### src/rtl/vga_bounce_sprites.sv
// Bouncing-rectangle sprite generator: moves NUM_SPRITES boxes on a move tick and paints them over the active video.
// Optional feature macro: SPRITE_BORDER_EN draws a 2-pixel white ring around every sprite.
module vga_bounce_sprites #(
    parameter int unsigned H_ACTIVE    = 1024,
    parameter int unsigned V_ACTIVE    = 768,
    parameter int unsigned H_START     = 320,
    parameter int unsigned V_START     = 38,
    parameter int unsigned NUM_SPRITES = 2,
    parameter int unsigned SPR_W       = 128,
    parameter int unsigned SPR_H       = 96,
    parameter int unsigned STEP_DIV    = 650000
) (
    input  logic        clk,
    input  logic        rst,
    input  logic [11:0] h_counter,
    input  logic [11:0] v_counter,
    input  logic        video_active,
    input  logic        run,
    input  logic [3:0]  step,
    output logic [7:0]  rgb_r,
    output logic [7:0]  rgb_g,
    output logic [7:0]  rgb_b,
    output logic        bounce,
    output logic        collision
);

    localparam int unsigned CW    = 13;
    localparam int unsigned X_MAX = H_ACTIVE - SPR_W;
    localparam int unsigned Y_MAX = V_ACTIVE - SPR_H;
    localparam int unsigned CNT_W = (STEP_DIV > 1) ? $clog2(STEP_DIV) : 1;
    localparam logic [CNT_W-1:0] CNT_LAST = CNT_W'(STEP_DIV - 1);

    function automatic logic [CW-1:0] init_x(input int unsigned i);
        return CW'((i * (SPR_W + 16)) % X_MAX);
    endfunction

    function automatic logic [CW-1:0] init_y(input int unsigned i);
        return CW'((i * (SPR_H + 8)) % Y_MAX);
    endfunction

    function automatic logic [23:0] palette(input int i);
        case (i)
            0:       return 24'ha020f0;
            1:       return 24'hff0000;
            2:       return 24'hff6100;
            3:       return 24'hffff00;
            4:       return 24'h00ff00;
            5:       return 24'h00ffff;
            6:       return 24'h0000ff;
            default: return 24'hffffff;
        endcase
    endfunction

    // One axis move: returns {reflected, new_dir, new_pos}; the position is clamped to [0, lim].
    function automatic logic [CW+1:0] axis_next(input logic [CW-1:0] pos, input logic dir,
                                                 input logic [CW-1:0] stp, input logic [CW-1:0] lim);
        logic [CW+1:0] r;
        r = {1'b0, dir, pos};
        if (stp != '0) begin
            if (!dir) begin
                if (pos + stp >= lim) r = {1'b1, 1'b1, lim};
                else                  r = {1'b0, 1'b0, pos + stp};
            end else begin
                if (pos <= stp) r = {1'b1, 1'b0, CW'(0)};
                else            r = {1'b0, 1'b1, pos - stp};
            end
        end
        return r;
    endfunction

    logic [CNT_W-1:0]                 cnt_q, cnt_d;
    logic                             tick_c;
    logic [NUM_SPRITES-1:0][CW-1:0]   spr_x_q, spr_x_d, spr_y_q, spr_y_d;
    logic [NUM_SPRITES-1:0]           h_dir_q, h_dir_d, v_dir_q, v_dir_d;
    logic [NUM_SPRITES-1:0]           refl_x, refl_y;
    logic                             bounce_q, bounce_d;
    logic                             collision_q, collision_d;
    logic [23:0]                      rgb_q, rgb_d;
    logic [CW-1:0]                    step_ext;
    logic signed [CW-1:0]             px, py;
    logic [NUM_SPRITES-1:0]           hit;
    logic [3:0]                       n_hit;
    logic [23:0]                      colour;
`ifdef SPRITE_BORDER_EN
    logic [CW-1:0]                    rel_x, rel_y;
`endif

    assign step_ext = CW'(step);
    assign px       = $signed(CW'(h_counter) - CW'(H_START));
    assign py       = $signed(CW'(v_counter) - CW'(V_START));

    // Move-tick divider; frozen while run is low
    always_comb begin
        cnt_d  = cnt_q;
        tick_c = 1'b0;
        if (run) begin
            if (cnt_q == CNT_LAST) begin
                cnt_d  = '0;
                tick_c = 1'b1;
            end else begin
                cnt_d = cnt_q + CNT_W'(1);
            end
        end
    end

    // Per-sprite, per-axis motion with edge reflection
    always_comb begin
        spr_x_d = spr_x_q;
        spr_y_d = spr_y_q;
        h_dir_d = h_dir_q;
        v_dir_d = v_dir_q;
        refl_x  = '0;
        refl_y  = '0;
        if (tick_c) begin
            for (int i = 0; i < NUM_SPRITES; i++) begin
                {refl_x[i], h_dir_d[i], spr_x_d[i]} =
                    axis_next(spr_x_q[i], h_dir_q[i], step_ext, CW'(X_MAX));
                {refl_y[i], v_dir_d[i], spr_y_d[i]} =
                    axis_next(spr_y_q[i], v_dir_q[i], step_ext, CW'(Y_MAX));
            end
        end
        bounce_d = |{refl_x, refl_y};
    end

    // Pixel hit test; scanning from the top index down lets the lowest hit index win
    always_comb begin
        hit    = '0;
        n_hit  = '0;
        colour = 24'h000000;
`ifdef SPRITE_BORDER_EN
        rel_x  = '0;
        rel_y  = '0;
`endif
        for (int i = NUM_SPRITES - 1; i >= 0; i--) begin
            hit[i] = (px >= $signed(spr_x_q[i])) && (px < $signed(spr_x_q[i] + CW'(SPR_W))) &&
                     (py >= $signed(spr_y_q[i])) && (py < $signed(spr_y_q[i] + CW'(SPR_H)));
            n_hit  = n_hit + 4'(hit[i]);
`ifdef SPRITE_BORDER_EN
            rel_x = $unsigned(px) - spr_x_q[i];
            rel_y = $unsigned(py) - spr_y_q[i];
            if (hit[i]) begin
                if ((rel_x < CW'(2)) || (rel_x >= CW'(SPR_W - 2)) ||
                    (rel_y < CW'(2)) || (rel_y >= CW'(SPR_H - 2)))
                    colour = 24'hffffff;
                else
                    colour = palette(i);
            end
`else
            if (hit[i]) colour = palette(i);
`endif
        end
        rgb_d       = video_active ? colour : 24'h000000;
        collision_d = video_active && (n_hit >= 4'd2);
    end

    always_ff @(posedge clk or posedge rst) begin
        if (rst) begin
            cnt_q       <= '0;
            bounce_q    <= 1'b0;
            collision_q <= 1'b0;
            rgb_q       <= 24'h000000;
            for (int i = 0; i < NUM_SPRITES; i++) begin
                spr_x_q[i] <= init_x(i);
                spr_y_q[i] <= init_y(i);
                h_dir_q[i] <= 1'(i % 2);
                v_dir_q[i] <= 1'b0;
            end
        end else begin
            cnt_q       <= cnt_d;
            bounce_q    <= bounce_d;
            collision_q <= collision_d;
            rgb_q       <= rgb_d;
            spr_x_q     <= spr_x_d;
            spr_y_q     <= spr_y_d;
            h_dir_q     <= h_dir_d;
            v_dir_q     <= v_dir_d;
        end
    end

    assign rgb_r     = rgb_q[23:16];
    assign rgb_g     = rgb_q[15:8];
    assign rgb_b     = rgb_q[7:0];
    assign bounce    = bounce_q;
    assign collision = collision_q;

endmodule
### config.mk
export PLATFORM = sky130hd
export DESIGN_NAME = vga_bounce_sprites
export DESIGN_NICKNAME = d
export VERILOG_FILES = /design/src/rtl/vga_bounce_sprites.sv
export SDC_FILE = /design/constraint.sdc
export NUM_CORES = 1
export LEC_CHECK = 0
export BUFFER_PORTS_ARGS = -buffer_cell sky130_fd_sc_hd__buf_2
export CAP_MARGIN = 15
export CORE_MARGIN = 3
export CORE_UTILIZATION = 38
export DETAILED_ROUTE_END_ITERATION = 8
export GPL_TIMING_DRIVEN = 0
export PLACE_DENSITY_LB_ADDON = 0.3
export SLEW_MARGIN = 20
export SYNTH_ARGS = -nofsm -noshare
export SYNTH_HDL_FRONTEND = slang
export SYNTH_SLANG_ARGS = --single-unit
### constraint.sdc
create_clock -name clk -period 4.1 [get_ports clk]
set_input_delay 0 -clock clk [delete_from_list [all_inputs] [get_ports clk]]
set_output_delay 0 -clock clk [all_outputs]
set_load 0.02 [all_outputs]
* After elaboration in Yosys (flattened, before gate mapping)
Index checks and enable logic that the tools add are counted.
Storage, ports and cells: output and inout bits 26, input port bits 32, flip-flop bits (word level) 102, logic and storage cells 78
Operators by class: $lt $le $gt $ge 17, add/sub/neg operators 16, equal/unequal tests 1, multiplexer cells 24, reductions and logical operators 10
Operators by type and width (number):
- two-way mux 15 bit | 16
- two-way mux 24 bit | 3
- adder 13 x 4 -> 13 bit | 4
- greater-or-equal comparator 13 x 10 -> 1 bit, second input constant | 4
- greater-or-equal comparator 13 bit | 4
- less-or-equal comparator 13 x 4 -> 1 bit | 4
- < comparator 13 bit | 4
- subtractor 13 x 4 -> 13 bit | 4
- adder 13 x 7 -> 13 bit, second input constant | 2
- adder 13 x 8 -> 13 bit, second input constant | 2
- adder 20 x 1 -> 20 bit, second input constant | 1
- equality test 20 bit, second input constant | 1
- two-way mux 20 bit | 1
- nonzero test 13 bit | 1
- subtractor 12 x 6 -> 13 bit, second input constant | 1
- subtractor 12 x 9 -> 13 bit, second input constant | 1
- logical AND 1 bit | 7
- two-way mux 2 bit | 2
- OR reduction 4 bit | 1
- adder 1 x 1 -> 2 bit | 1
- greater-or-equal comparator 2 bit, second input constant | 1
- two-way mux 1 bit | 2
- AND reduction 2 bit | 1

* Depth between registers and ports, before layout
Gate-level depths: netlist (run 1).
depth after elaboration 8, mapped depth 14, depth with buffers taken out 14

* Worst setup path before layout (run 1)
Ideal clock, no wire load.
kind reg-to-reg, start register spr_x_q[20] in the netlist's numbering, end register rgb_q[21], period minus slack after synthesis 2.810 ns, arrival 2.746 ns, required time 4.036 ns, path buffers 0, cell stages (with the launch flop) 12, slack 1.290 ns, setup time 0.064 ns, path through dfstp_2 inv_1 nor3_1 nand3_1 xnor2_1 ha_1 or4b_2 a21oi_1 o21ai_0 a21oi_1 nand3_1 a21bo_2
Between the ends: word-level cells in the longest chain between the ends 8
RTL lines:
- start, declared | line 73 | logic [NUM_SPRITES-1:0][CW-1:0] spr_x_q, spr_x_d, spr_y_q, spr_y_d;
- start signal, assigned by index | line 163 | spr_x_q[i] <= init_x(i);
- start signal, assigned | line 173 | spr_x_q <= spr_x_d;
- adder 13 x 8 -> 13 bit | line 135 | hit[i] = (px >= $signed(spr_x_q[i])) && (px < $signed(spr_x_q[i] + CW'(SPR_W))) &&
- < comparator 13 bit | line 135
- logical AND 1 bit * (2 in series) | line 135
- logical AND 1 bit * | line 136 | (py >= $signed(spr_y_q[i])) && (py < $signed(spr_y_q[i] + CW'(SPR_H)));
- two-way mux 24 bit * (2 in series) | line 149 | if (hit[i]) colour = palette(i);
- two-way mux 24 bit * | line 152 | rgb_d = video_active ? colour : 24'h000000;
- via rgb_d[21] | line 78 | logic [23:0] rgb_q, rgb_d;
- end signal, assigned | line 172 | rgb_q <= rgb_d;
- end, declared | line 78
Mark *: on every way through the listed nets, which the timed path passes. The rest lies on a longest branch. A chain may end at the register's enable or synchronous reset.

* Worst setup path after layout (run 1)
start register spr_y_q[5] in the netlist's numbering, end register collision_q (netlist: collision)
Between the ends: word-level cells in the longest chain between the ends 6
RTL lines:
- start, declared | line 73
- start signal, assigned by index | line 164 | spr_y_q[i] <= init_y(i);
- start signal, assigned | line 174 | spr_y_q <= spr_y_d;
- adder 13 x 7 -> 13 bit / greater-or-equal comparator 13 bit (equally long branches) | line 136
- < comparator 13 bit / logical AND 1 bit (equally long branches) | line 136, 135
- logical AND 1 bit * | line 136
- adder 1 x 1 -> 2 bit * | line 137 | n_hit = n_hit + 4'(hit[i]);
- greater-or-equal comparator 2 bit * | line 153 | collision_d = video_active && (n_hit >= 4'd2);
- logical AND 1 bit * | line 153
- via collision_d | line 77 | logic collision_q, collision_d;
- end signal, assigned | line 171 | collision_q <= collision_d;
- end, declared | line 77
Marks and branches as above.

==> results by group, run 1 <==
Power
  – Leak pwr: 0.00453 µW
  – PnR Total Power: 2070 µW
  – Max VDD drop: 0.198 mV
  – PwrDens: 201 nW/µm²

Setup path
  – Worst setup SP type: flop
  – Crit path buf inv count: 2
  – Crit path DAT: 4.10 ns
  – Crit path cell chain: clkbuf_1 > inv_1 > ha_1 > nor2_1 > xnor2_1 > ha_1 > nand2_1 > o21bai_1 > mux2i_1 > nand4_1 > nor4_1 > and4_1
  – Slowest stage delay, CP: 0.73 ns
  – Crit path max-delay family: simple AND/OR/NAND/NOR gates
  – Most used cell along the critical path: ha_1
  – CP Class: flop to flop
  – Worst R2R Start: spr_y_q[5]$_DFFE_PP0P_
  – Cell depth of the worst flop-to-flop path: 12
  – CP Max Fanout: 8
  – Worst Setup End Kind: flop
  – Slowest-stage cell, CP: nor4_1
  – Reg-to-Reg End: collision$_DFF_PP0_
  – CP required: 4.38 ns
  – Flop2flop setup slack: 0.28 ns

Drt
  – # DRC: 0
  – Post-Route WL: 28,000 µm
  – Via Count: 8,946
  – Post-DRT Antenna Nets: 0
  – DR iter-0 viols: 753
  – Via/cell ratio: 5.81
  – WL/cell: 18.2 µm
  – Drt pass-1 iters: 5

CTS
  – CTS Hold Bufs: 3
  – Worst-path clk slew: 0.07 ns
  – Clock sinks: 81
  – CTS resizes: 0
  – CTS tree: yes
  – Clock Latency Late Sink: 0.36 ns
  – Clock Path Buffers: 2
  – H-Tree Depth: 3
  – CTS Buf Count: 9
  – Number of setup buffers added after CTS: 0
  – Root Buffer: clkbuf_16

Final layout
  – Ratio of cells with drive above 1 in the final layout: 11.2%
  – Nets@finish: 1,379
  – Diode count: 0
  – Area delta synth->final: 10.9%
  – Most common cell after layout, fill and taps aside: ha_1
  – Commonest cells after routing, fill and taps aside: ha_1, inv_1, nor2_1, a21oi_1, dfrtp_1

Yosys
  – Top-area cell type share of the netlist area: 20.2%
  – Synth Warn #: 0
  – Area leader, netlist: dfrtp_1
  – Synth Cell Area: 9280 µm²
  – Largest cells by area after synthesis: dfrtp_1, ha_1, a21oi_1, inv_1, o21ai_0
  – Synth cell types: 91
  – Post-synthesis sequential area ratio: 21.9%
  – Avg Inst Size Synth: 8.11 µm²
  – Post-synth EDFFs: 0
  – Asr flop ratio synth: 100%
  – Gate count after technology mapping: 1,145
  – Main synth FF type: dfrtp_1
  – FF+latch count, synth: 81

Timing
  – Hold Violations, Final: 0
  – Worst Max-Slew Pin Slew: 1.08 ns
  – Max Clk Rate: 262 MHz
  – Unrepaired setup endpoints after global routing: false
  – Max Slew Vio Count: 0
  – Final period util: 93.1%
  – Min Tclk post-route: 3.82 ns
  – Fin Setup TNS: 0 ns
  – Clock Skews: 0.0131 ns
  – Final setup vio count: 0
  – Relative slew slack: 27.1%
  – Setup ws final: 0.284 ns

Run
  – Max cap viols: 0

Global routing
  – Initial antenna violation count: 0
  – First-pass GRT wire length: 45,000 µm
  – GRT Overall Usage: 21.1%
  – Grt ovf: 0
  – Largest net degree at the start of global routing: 52
  – Vias in the first global route: 8,657

Worst hold path
  – Worst hold-check path type: input pin to async pin

Floorplan
  – DIE WIDTH: 162 µm
  – Die area: 26,300 µm²
  – Chip height: 162 µm
  – Top Ports: 58
  – Initial Utilization: 39.1%
  – # rows: 56
  – Core Area: 23,800 µm²

Placement
  – IO buf count: 46
  – Routability cong.: 0.898
  – Post-DP HPWL: 21,400 µm
  – Placement Setup Slack: 0.350 ns

Status
  – Outcome: complete, no violations
==> per-stage QoR <==
step | util, % | cells | hold WS, ns | cell area (µm²)
after floorplan | - | 1155 | 0.108 | 9320
after global placement | 41.9 | 1520 | 0.271 | 9950
after detailed placement | 42.0 | 1521 | 0.0458 | 9980
after CTS | 43.3 | 1540 | 0.189 | 10300
after global routing | 43.3 | 1540 | 0.238 | 10300
final | 43.3 | 1540 | 0.201 | 10300
==> tightest hold or removal path: cells and delay by family <==
family,cells,cell delay [ns]
buffers and inverters,3,0.97
==> metal layers <==
layer  track usage, %  routed length, µm  vias up
li1                 -                  -     4345
met4             8.49               1050        0
met2             34.7              12900      332
met5                0                  0        -
met3             3.44               1680       66
met1             27.6              12400     4203
==> Yosys cell counts, types with 4 or more instances <==
| library cell | instances |
|---|---|
| xnor2_1 | 37 |
| o21ai_0 | 67 |
| nand4_1 | 30 |
| nand4b_1 | 5 |
| a211oi_1 | 12 |
| o31ai_1 | 11 |
| nor2b_1 | 19 |
| o22ai_1 | 15 |
| and2_1 | 6 |
| o21a_1 | 8 |
| o21bai_1 | 9 |
| clkbuf_1 | 32 |
| nor4_1 | 18 |
| dfstp_2 | 6 |
| or2_2 | 7 |
| a21o_1 | 16 |
| inv_1 | 96 |
| or3_1 | 8 |
| dfrtp_1 | 75 |
| buf_2 | 13 |
| nor3b_1 | 6 |
| and4_1 | 5 |
| a31oi_1 | 15 |
| a211o_1 | 6 |
| a2111oi_0 | 4 |
| nand2b_1 | 19 |
| or4_1 | 6 |
| o2111ai_1 | 7 |
| ha_1 | 123 |
| and3_1 | 12 |
| nand2_1 | 62 |
| a21oi_1 | 78 |
| o31a_1 | 5 |
| a31o_2 | 4 |
| o2bb2ai_1 | 6 |
| nor3_1 | 27 |
| a221oi_1 | 9 |
| nor2_1 | 86 |
| o211ai_1 | 12 |
| buf_4 | 21 |
| xor2_1 | 22 |
| nand3_1 | 43 |
| fa_1 | 8 |
==> kinds of logic after synthesis <==
family          Yosys count  synth area share, %
simple gates            367                 20.5
compound gates          336                 25.4
buf+inv                 166                 7.82
fa+ha+maj               131                 18.3
flops                    81                 21.9
xor+xnor                 59                 5.57
mux                       4                0.458
other cells               1               0.0404
==> power breakdown <==
group,leakage [µW],internal (µW),switching [µW]
Sequential,0.000996,824,29.0
Combinational,0.00340,173,250
Clock,0.000132,416,374
Total,0.00453,1410,653
==> layout make-up <==
class	count	area, µm²
fillers	2339	13500
flip-flops and latches	81	2030
inverters	99	374
well taps	319	399
clock buffers	9	225
clock inverters	7	55.1
repair buffers	50	288
multi-input cells	908	6560
plain buffers	67	354
==> worst max-delay path by stage <==
| stage | to | start | slack, ns | cells past startpoint |
|---|---|---|---|---|
| global placement | collision$_DFF_PP0_ | spr_y_q[5]$_DFFE_PP0P_ | 0.34 | 12 |
| global route | collision$_DFF_PP0_ | spr_y_q[5]$_DFFE_PP0P_ | 0.02 | 12 |
| detailed placement | collision$_DFF_PP0_ | spr_y_q[5]$_DFFE_PP0P_ | 0.35 | 12 |
| floorplan | rgb_q[21]$_DFF_PP0_ | spr_x_q[20]$_DFFE_PP1P_ | 1.29 | 11 |
| CTS | collision$_DFF_PP0_ | spr_y_q[5]$_DFFE_PP0P_ | 0.32 | 12 |
| finish | collision$_DFF_PP0_ | spr_y_q[5]$_DFFE_PP0P_ | 0.28 | 12 |
==> sequential cells by signal, summed over array words and instances, names as in the netlist <==
register,count
spr_x_q,26
spr_y_q,26
cnt_q,20
rgb_q,3
h_dir_q,2
v_dir_q,2
bounce,1
collision,1
Power figures use the tool's default switching activity.
==> run 2, diff against run 1 <==
--- a/config.mk
+++ b/config.mk
@@ -7,10 +7,13 @@
 export LEC_CHECK = 0
 export BUFFER_PORTS_ARGS = -buffer_cell sky130_fd_sc_hd__buf_2
 export CAP_MARGIN = 15
+export CORE_ASPECT_RATIO = 0.6
 export CORE_MARGIN = 3
 export CORE_UTILIZATION = 38
+export CTS_BUF_LIST = sky130_fd_sc_hd__clkbuf_4 sky130_fd_sc_hd__clkbuf_8 sky130_fd_sc_hd__clkbuf_16
 export DETAILED_ROUTE_END_ITERATION = 8
 export GPL_TIMING_DRIVEN = 0
+export MAX_ROUTING_LAYER = met4
 export PLACE_DENSITY_LB_ADDON = 0.3
 export SLEW_MARGIN = 20
 export SYNTH_ARGS = -nofsm -noshare
==> results by group, run 2 (same netlist as run 1, synthesis figures left out) <==
Status
  – Outcome: complete, no violations

Placement
  – IO buf count: 46 (unchanged)
  – Post-DP HPWL: 24,400 µm (+14%)
  – Post-Place Cell Area: 9970 µm² (-0.13%)
  – Routability cong.: 0.992 (+10%)

Final layout
  – Fillers: 2,416 (+3.3%)
  – Cell area after layout: 10,300 µm² (+0.30%)
  – Area delta synth->final: 11.2%
  – Commonest cells after routing, fill and taps aside: ha_1, inv_1, nor2_1, a21oi_1, dfrtp_1
  – Area of the multi-input gates: 6570 µm² (+0.19%)
  – Nets@finish: 1,379 (unchanged)
  – Largest regs: spr_x_q (26), spr_y_q (26), cnt_q (20)
  – Diode count: 0 (unchanged)
  – Ratio of cells with drive above 1 in the final layout: 11.4% (+0.16 points)
  – Most common cell after layout, fill and taps aside: ha_1
  – FF+latch area: 2030 µm² (unchanged)

Worst hold path
  – Worst hold-check path type: input pin to flop
  – Hold Path End: spr_x_q[0]$_DFFE_PP0P_
  – Hold Path Cell Cnt: 3
  – Hold path start: step[0]

Power
  – Clock power share: 41.3% (+3.1 points)
  – Max VDD drop: 0.223 mV (+12%)
  – Leak pwr: 0.00455 µW (+0.49%)
  – P_sw: 700 µW (+7.2%)
  – Sequential power share: 38.7% (-2.6 points)
  – PwrDens: 213 nW/µm² (+6.0%)
  – Comb pwr share: 20.0% (-0.5 points)
  – Int Pwr: 1500 µW (+6.0%)
  – Switch share: 31.8% (+0.25 points)

Timing
  – Min Tclk post-route: 3.88 ns (+0.0634 ns)
  – Final period util: 94.6% (+1.5 points)
  – Max Clk Rate: 258 MHz (-1.6%)
  – Worst Max-Slew Pin Slew: 1.10 ns (+0.0142 ns)
  – Max Slew Vio Count: 0 (unchanged)
  – Fin Setup TNS: 0 ns (unchanged)
  – Hold Violations, Final: 0 (unchanged)
  – Clock Skews: 0.0161 ns (+0.00301 ns)
  – Relative slew slack: 25.9% (-1.2 points)
  – Unrepaired setup endpoints after global routing: false
  – Final setup vio count: 0 (unchanged)

Drt
  – Post-DRT Antenna Nets: 0 (unchanged)
  – Via Count: 9,234 (+3.2%)
  – # DRC: 0 (unchanged)
  – DR iter-0 viols: 1,129 (+50%)
  – Via/cell ratio: 6.01 (+3.5%)
  – Drt pass-1 iters: 6 (+1)
  – WL/cell: 20.2 µm (+11%)
  – Post-Route WL: 31,100 µm (+11%)

Setup path
  – Most used cell along the critical path: ha_1
  – Crit path DAT: 4.17 ns (+0.07 ns)
  – Crit path max-delay family: simple AND/OR/NAND/NOR gates
  – Slowest-stage cell, CP: mux2i_1
  – Cell depth of the worst flop-to-flop path: 12 (unchanged)
  – CP Max Fanout: 8 (unchanged)
  – Worst setup SP type: flop
  – Worst R2R Start: spr_y_q[5]$_DFFE_PP0P_
  – Worst Setup End Kind: flop
  – Crit path buf inv count: 2 (unchanged)
  – CP required: 4.39 ns (about the same)
  – Flop2flop setup slack: 0.22 ns (-0.06 ns)
  – CP Class: flop to flop
  – Slowest stage delay, CP: 0.53 ns (-0.20 ns)
  – Crit path cell chain: clkbuf_1 > inv_1 > ha_1 > nor3_1 > xnor2_1 > ha_1 > a21oi_1 > o21bai_1 > mux2i_1 > nand4_1 > nor4_2 > and4_1
  – Reg-to-Reg End: collision$_DFF_PP0_

CTS
  – Clock Latency Late Sink: 0.37 ns (about the same)
  – CTS tree: yes
  – Clock Path Buffers: 2 (unchanged)
  – H-Tree Depth: 3 (unchanged)
  – Clock sinks: 81 (unchanged)
  – CTS Buf Count: 9 (unchanged)
  – Worst-path clk slew: 0.08 ns (about the same)
  – Root Buffer: clkbuf_16
  – Number of setup buffers added after CTS: 0 (unchanged)

Floorplan
  – # rows: 43 (-23%)
  – DIE WIDTH: 208 µm (+28%)
  – Chip height: 127 µm (-22%)
  – Core Area: 23,600 µm² (-0.79%)
  – Die area: 26,400 µm² (+0.23%)
  – Initial Utilization: 39.4% (+0.31 points)
  – Top Ports: 58 (unchanged)

Global routing
  – Largest net degree at the start of global routing: 46 (-12%)
  – Initial antenna violation count: 0 (unchanged)
  – Grt ovf: 0 (unchanged)
  – First-pass GRT wire length: 48,300 µm (+7.3%)
  – Vias in the first global route: 8,214 (-5.1%)
  – GRT Overall Usage: 24.0% (+2.9 points)

Run
  – Max cap viols: 0 (unchanged)
[run 2: cell count changes in the layout (fill, tap and decap cells not counted)]
cell / change
buf_12: +1
buf_16: -1
bufinv_16: +1
clkbuf_8: +1
clkinv_4: -2
clkinvlp_4: -2
inv_6: +1
inv_8: +1
nor4_1: -2
nor4_2: +2
o311ai_0: -1
o311ai_1: +1
[run 2: final cells by class]
cell class	count	share of cell area, %
timing repair buffer	50	2.72
buffer	67	3.43
inverter	99	3.63
clock buffer	10	2.32
sequential	81	19.7
clock inverter	6	0.703
tap	315	3.82
multi-input combinational	908	63.7
[run 2: per-stage QoR]
stage | power, µW | hold WS, ns | setup WS (ns) | instances | util (%)
5_1_grt | 2290 | 0.246 | 0.109 | 1536 | 43.8
3_3_place_gp | 1280 | 0.260 | 0.0545 | 1516 | 42.2
6_report | 2200 | 0.213 | 0.220 | 1536 | 43.8
4_1_cts | 2200 | 0.208 | 0.174 | 1536 | 43.7
2_1_floorplan | 1160 | 0.108 | 1.29 | 1155 | -
3_5_place_dp | 1290 | 0.138 | 0.0487 | 1517 | 42.3
[run 2: power by group through the flow]
stage	Clock (µW)	Combinational (µW)	Sequential, µW
after floorplan	0	295	862
after global placement	0	413	866
after detailed placement	0	425	868
after CTS	921	432	852
after global routing	944	491	856
final	908	439	852
[run 2: metal layers]
metal / up-vias / GRT usage (%) / share of wire (%)
met4: 0 / 3.72 / 0.99
met2: 519 / 28.8 / 35
met3: 30 / 7.36 / 13
met1: 4359 / 38.3 / 51
met5: - / - / 0
li1: 4326 / - / -
[run 2: worst max-delay path by stage]
stage | start | to | slack [ns] | cells after the start
2_1_floorplan | spr_x_q[20]$_DFFE_PP1P_ | rgb_q[21]$_DFF_PP0_ | 1.29 | 11
3_3_place_gp | v_counter[1] | collision$_DFF_PP0_ | 0.05 | 13
3_5_place_dp | v_counter[1] | collision$_DFF_PP0_ | 0.05 | 13
4_1_cts | spr_y_q[5]$_DFFE_PP0P_ | collision$_DFF_PP0_ | 0.17 | 12
5_1_grt | spr_y_q[5]$_DFFE_PP0P_ | collision$_DFF_PP0_ | 0.11 | 12
6_report | spr_y_q[5]$_DFFE_PP0P_ | collision$_DFF_PP0_ | 0.22 | 12
[run 2: repair_timing]
item / in CTS / in global routing
gates resized for setup: 0 / 2
endpoints found under the setup margin: 0 / 5
hold endpoints to repair: 48 / 0
hold buffers: 3 / 0
[run 2: worst min-delay path: stages]
cell and delay (ns):
buf_2 0.25, ha_1 0.21, o31ai_1 0.08
==> run 3, diff against run 2 <==
--- a/config.mk
+++ b/config.mk
@@ -10,7 +10,7 @@
 export CORE_ASPECT_RATIO = 0.6
 export CORE_MARGIN = 3
 export CORE_UTILIZATION = 38
-export CTS_BUF_LIST = sky130_fd_sc_hd__clkbuf_4 sky130_fd_sc_hd__clkbuf_8 sky130_fd_sc_hd__clkbuf_16
+export CTS_BUF_LIST = sky130_fd_sc_hd__clkbuf_4
 export DETAILED_ROUTE_END_ITERATION = 8
 export GPL_TIMING_DRIVEN = 0
 export MAX_ROUTING_LAYER = met4
==> results by group, run 3 (same netlist as run 1, synthesis figures left out) <==
Floorplan
  – # rows: 43 (unchanged)
  – Core Area: 23,600 µm² (unchanged)
  – Die area: 26,400 µm² (unchanged)
  – Chip height: 127 µm (unchanged)
  – DIE WIDTH: 208 µm (unchanged)
  – Top Ports: 58 (unchanged)
  – Initial Utilization: 39.4% (unchanged)

Global routing
  – First-pass GRT wire length: 48,400 µm (+0.17%)
  – Grt ovf: 0 (unchanged)
  – Vias in the first global route: 8,249 (+0.43%)
  – Largest net degree at the start of global routing: 46 (unchanged)
  – Initial antenna violation count: 0 (unchanged)
  – GRT Overall Usage: 24.0% (about the same)

Setup path
  – Most used cell along the critical path: ha_1
  – Slowest stage delay, CP: 0.51 ns (-0.02 ns)
  – Crit path buf inv count: 2 (unchanged)
  – Crit path max-delay family: simple AND/OR/NAND/NOR gates
  – CP required: 4.54 ns (+0.15 ns)
  – Worst setup SP type: flop
  – Crit path DAT: 4.28 ns (+0.11 ns)
  – CP Max Fanout: 8 (unchanged)
  – Crit path cell chain: clkbuf_1 > inv_1 > ha_1 > nor3_1 > xnor2_1 > ha_1 > a21oi_1 > o21bai_1 > mux2i_1 > nand4_1 > nor4_2 > and4_1
  – CP Class: flop to flop
  – Worst Setup End Kind: flop
  – Slowest-stage cell, CP: mux2i_1

Final layout
  – Most common cell after layout, fill and taps aside: ha_1
  – Area of the multi-input gates: 6570 µm² (unchanged)
  – Fillers: 2,440 (+0.99%)
  – Diode count: 0 (unchanged)
  – Ratio of cells with drive above 1 in the final layout: 11.3% (-0.082 points)
  – Util after Layout: 43.1% (-0.71 points)
  – Commonest cells after routing, fill and taps aside: ha_1, inv_1, nor2_1, a21oi_1, dfrtp_1
  – Nets@finish: 1,379 (unchanged)
  – Area delta synth->final: 9.38%
  – FF+latch area: 2030 µm² (unchanged)
  – Largest regs: spr_x_q (26), spr_y_q (26), cnt_q (20)

Timing
  – Clock Skews: 0.0410 ns (+0.0250 ns)
  – Min Tclk post-route: 3.84 ns (-0.0432 ns)
  – Hold Violations, Final: 0 (unchanged)
  – Fin Setup TNS: 0 ns (unchanged)
  – Final period util: 93.6% (-1.1 points)
  – Relative slew slack: 27.1% (+1.2 points)
  – Max Clk Rate: 261 MHz (+1.1%)
  – Final setup vio count: 0 (unchanged)
  – Unrepaired setup endpoints after global routing: false
  – Final hold slack: 0.0257 ns (-0.188 ns)
  – Worst Max-Slew Pin Slew: 1.08 ns (-0.0181 ns)
  – Max Slew Vio Count: 0 (unchanged)

Drt
  – Post-Route WL: 31,000 µm (-0.18%)
  – # DRC: 0 (unchanged)
  – DR iter-0 viols: 1,098 (-2.7%)
  – Post-Route M1 WL: 15,800 µm (-0.39%)
  – Drt pass-1 iters: 6 (unchanged)
  – Met3 wire len: 4010 µm (+1.4%)
  – WL/cell: 20.2 µm (-0.18%)
  – Top sig layer: met4
  – Via Count: 9,202 (-0.35%)
  – Met2 WL: 10,900 µm (-0.19%)
  – Via/cell ratio: 5.99 (-0.35%)
  – Post-DRT Antenna Nets: 0 (unchanged)

CTS
  – Root Buffer: clkbuf_4
  – CTS Buf Count: 9 (unchanged)
  – Clock Latency Late Sink: 0.54 ns (+0.17 ns)
  – Clock sinks: 81 (unchanged)
  – Number of setup buffers added after CTS: 0 (unchanged)
  – Clock Path Buffers: 2 (unchanged)
  – CTS tree: yes
  – H-Tree Depth: 3 (unchanged)
  – Worst-path clk slew: 0.18 ns (+0.10 ns)

Run
  – Max cap viols: 0 (unchanged)

Placement
  – Routability cong.: 0.992 (unchanged)
  – IO buf count: 46 (unchanged)
  – Post-DP HPWL: 24,400 µm (unchanged)

Power
  – Leak pwr: 0.00447 µW (-1.7%)
  – Max VDD drop: 0.148 mV (-34%)
  – PwrDens: 183 nW/µm² (-14%)

Status
  – Outcome: complete, no violations

Worst hold path
  – Worst hold-check path type: input pin to flop
[run 3: cell count changes in the layout (fill, tap and decap cells not counted), sizes merged]
cell	delta
clkinv	+1
clkbuf	-1
[run 3: through the flow]
stage | setup WS [ns] | instance area (µm²) | cells | power [µW]
after floorplan | 1.29 | 9320 | 1155 | 1160
after global placement | 0.0545 | 9940 | 1516 | 1280
after detailed placement | 0.0487 | 9970 | 1517 | 1290
after CTS | 0.146 | 10100 | 1536 | 1860
after global routing | 0.144 | 10200 | 1536 | 1940
final | 0.264 | 10200 | 1536 | 1860
[run 3: report_power, final]
group          switching (µW)  total, µW  internal, µW
Combinational             265        440           174
Sequential               27.7        852           825
Clock                     375        568           194
[run 3: worst min-delay path: cells and delay by family]
| family | cells | cell delay (ns) |
|---|---|---|
| AOI/OAI and AO/OA | 1 | 0.08 |
| adders and majority gates | 1 | 0.21 |
| buffers and inverters | 1 | 0.25 |
[run 3: final cells by class]
class | count | area share [%]
clock inverter | 7 | 0.752
sequential | 81 | 20.0
tap | 315 | 3.88
timing repair buffer | 50 | 2.76
multi-input combinational | 908 | 64.7
clock buffer | 9 | 0.666
inverter | 99 | 3.69
buffer | 67 | 3.49
[run 3: worst paths after layout]
kind	start	to	slack, ns	cells after the start
worst max-delay path	spr_y_q[5]$_DFFE_PP0P_	collision$_DFF_PP0_	0.26	12
worst min-delay path	step[0]	spr_x_q[0]$_DFFE_PP0P_	0.03	3
worst max register to register	spr_y_q[5]$_DFFE_PP0P_	collision$_DFF_PP0_	0.26	12
worst min register to register	cnt_q[18]$_DFFE_PP0P_	cnt_q[18]$_DFFE_PP0P_	0.50	1
max in group asynchronous	rst	spr_y_q[19]$_DFFE_PP1P_	3.30	4
min in group asynchronous	rst	spr_x_q[12]$_DFFE_PP0P_	0.08	3
[run 3: repair_timing]
action                                 4_1_cts  5_1_grt
hold buffers                                 3        0
gates resized for setup                      0        2
setup endpoints to repair                    0        4
endpoints found under the hold margin       55        0
[run 3: layer usage]
| layer | vias up | track usage [%] |
|---|---|---|
| li1 | 4327 | - |
| met1 | 4364 | 38.1 |
| met2 | 487 | 29.0 |
| met3 | 24 | 7.58 |
| met4 | 0 | 3.45 |
| met5 | - | - |
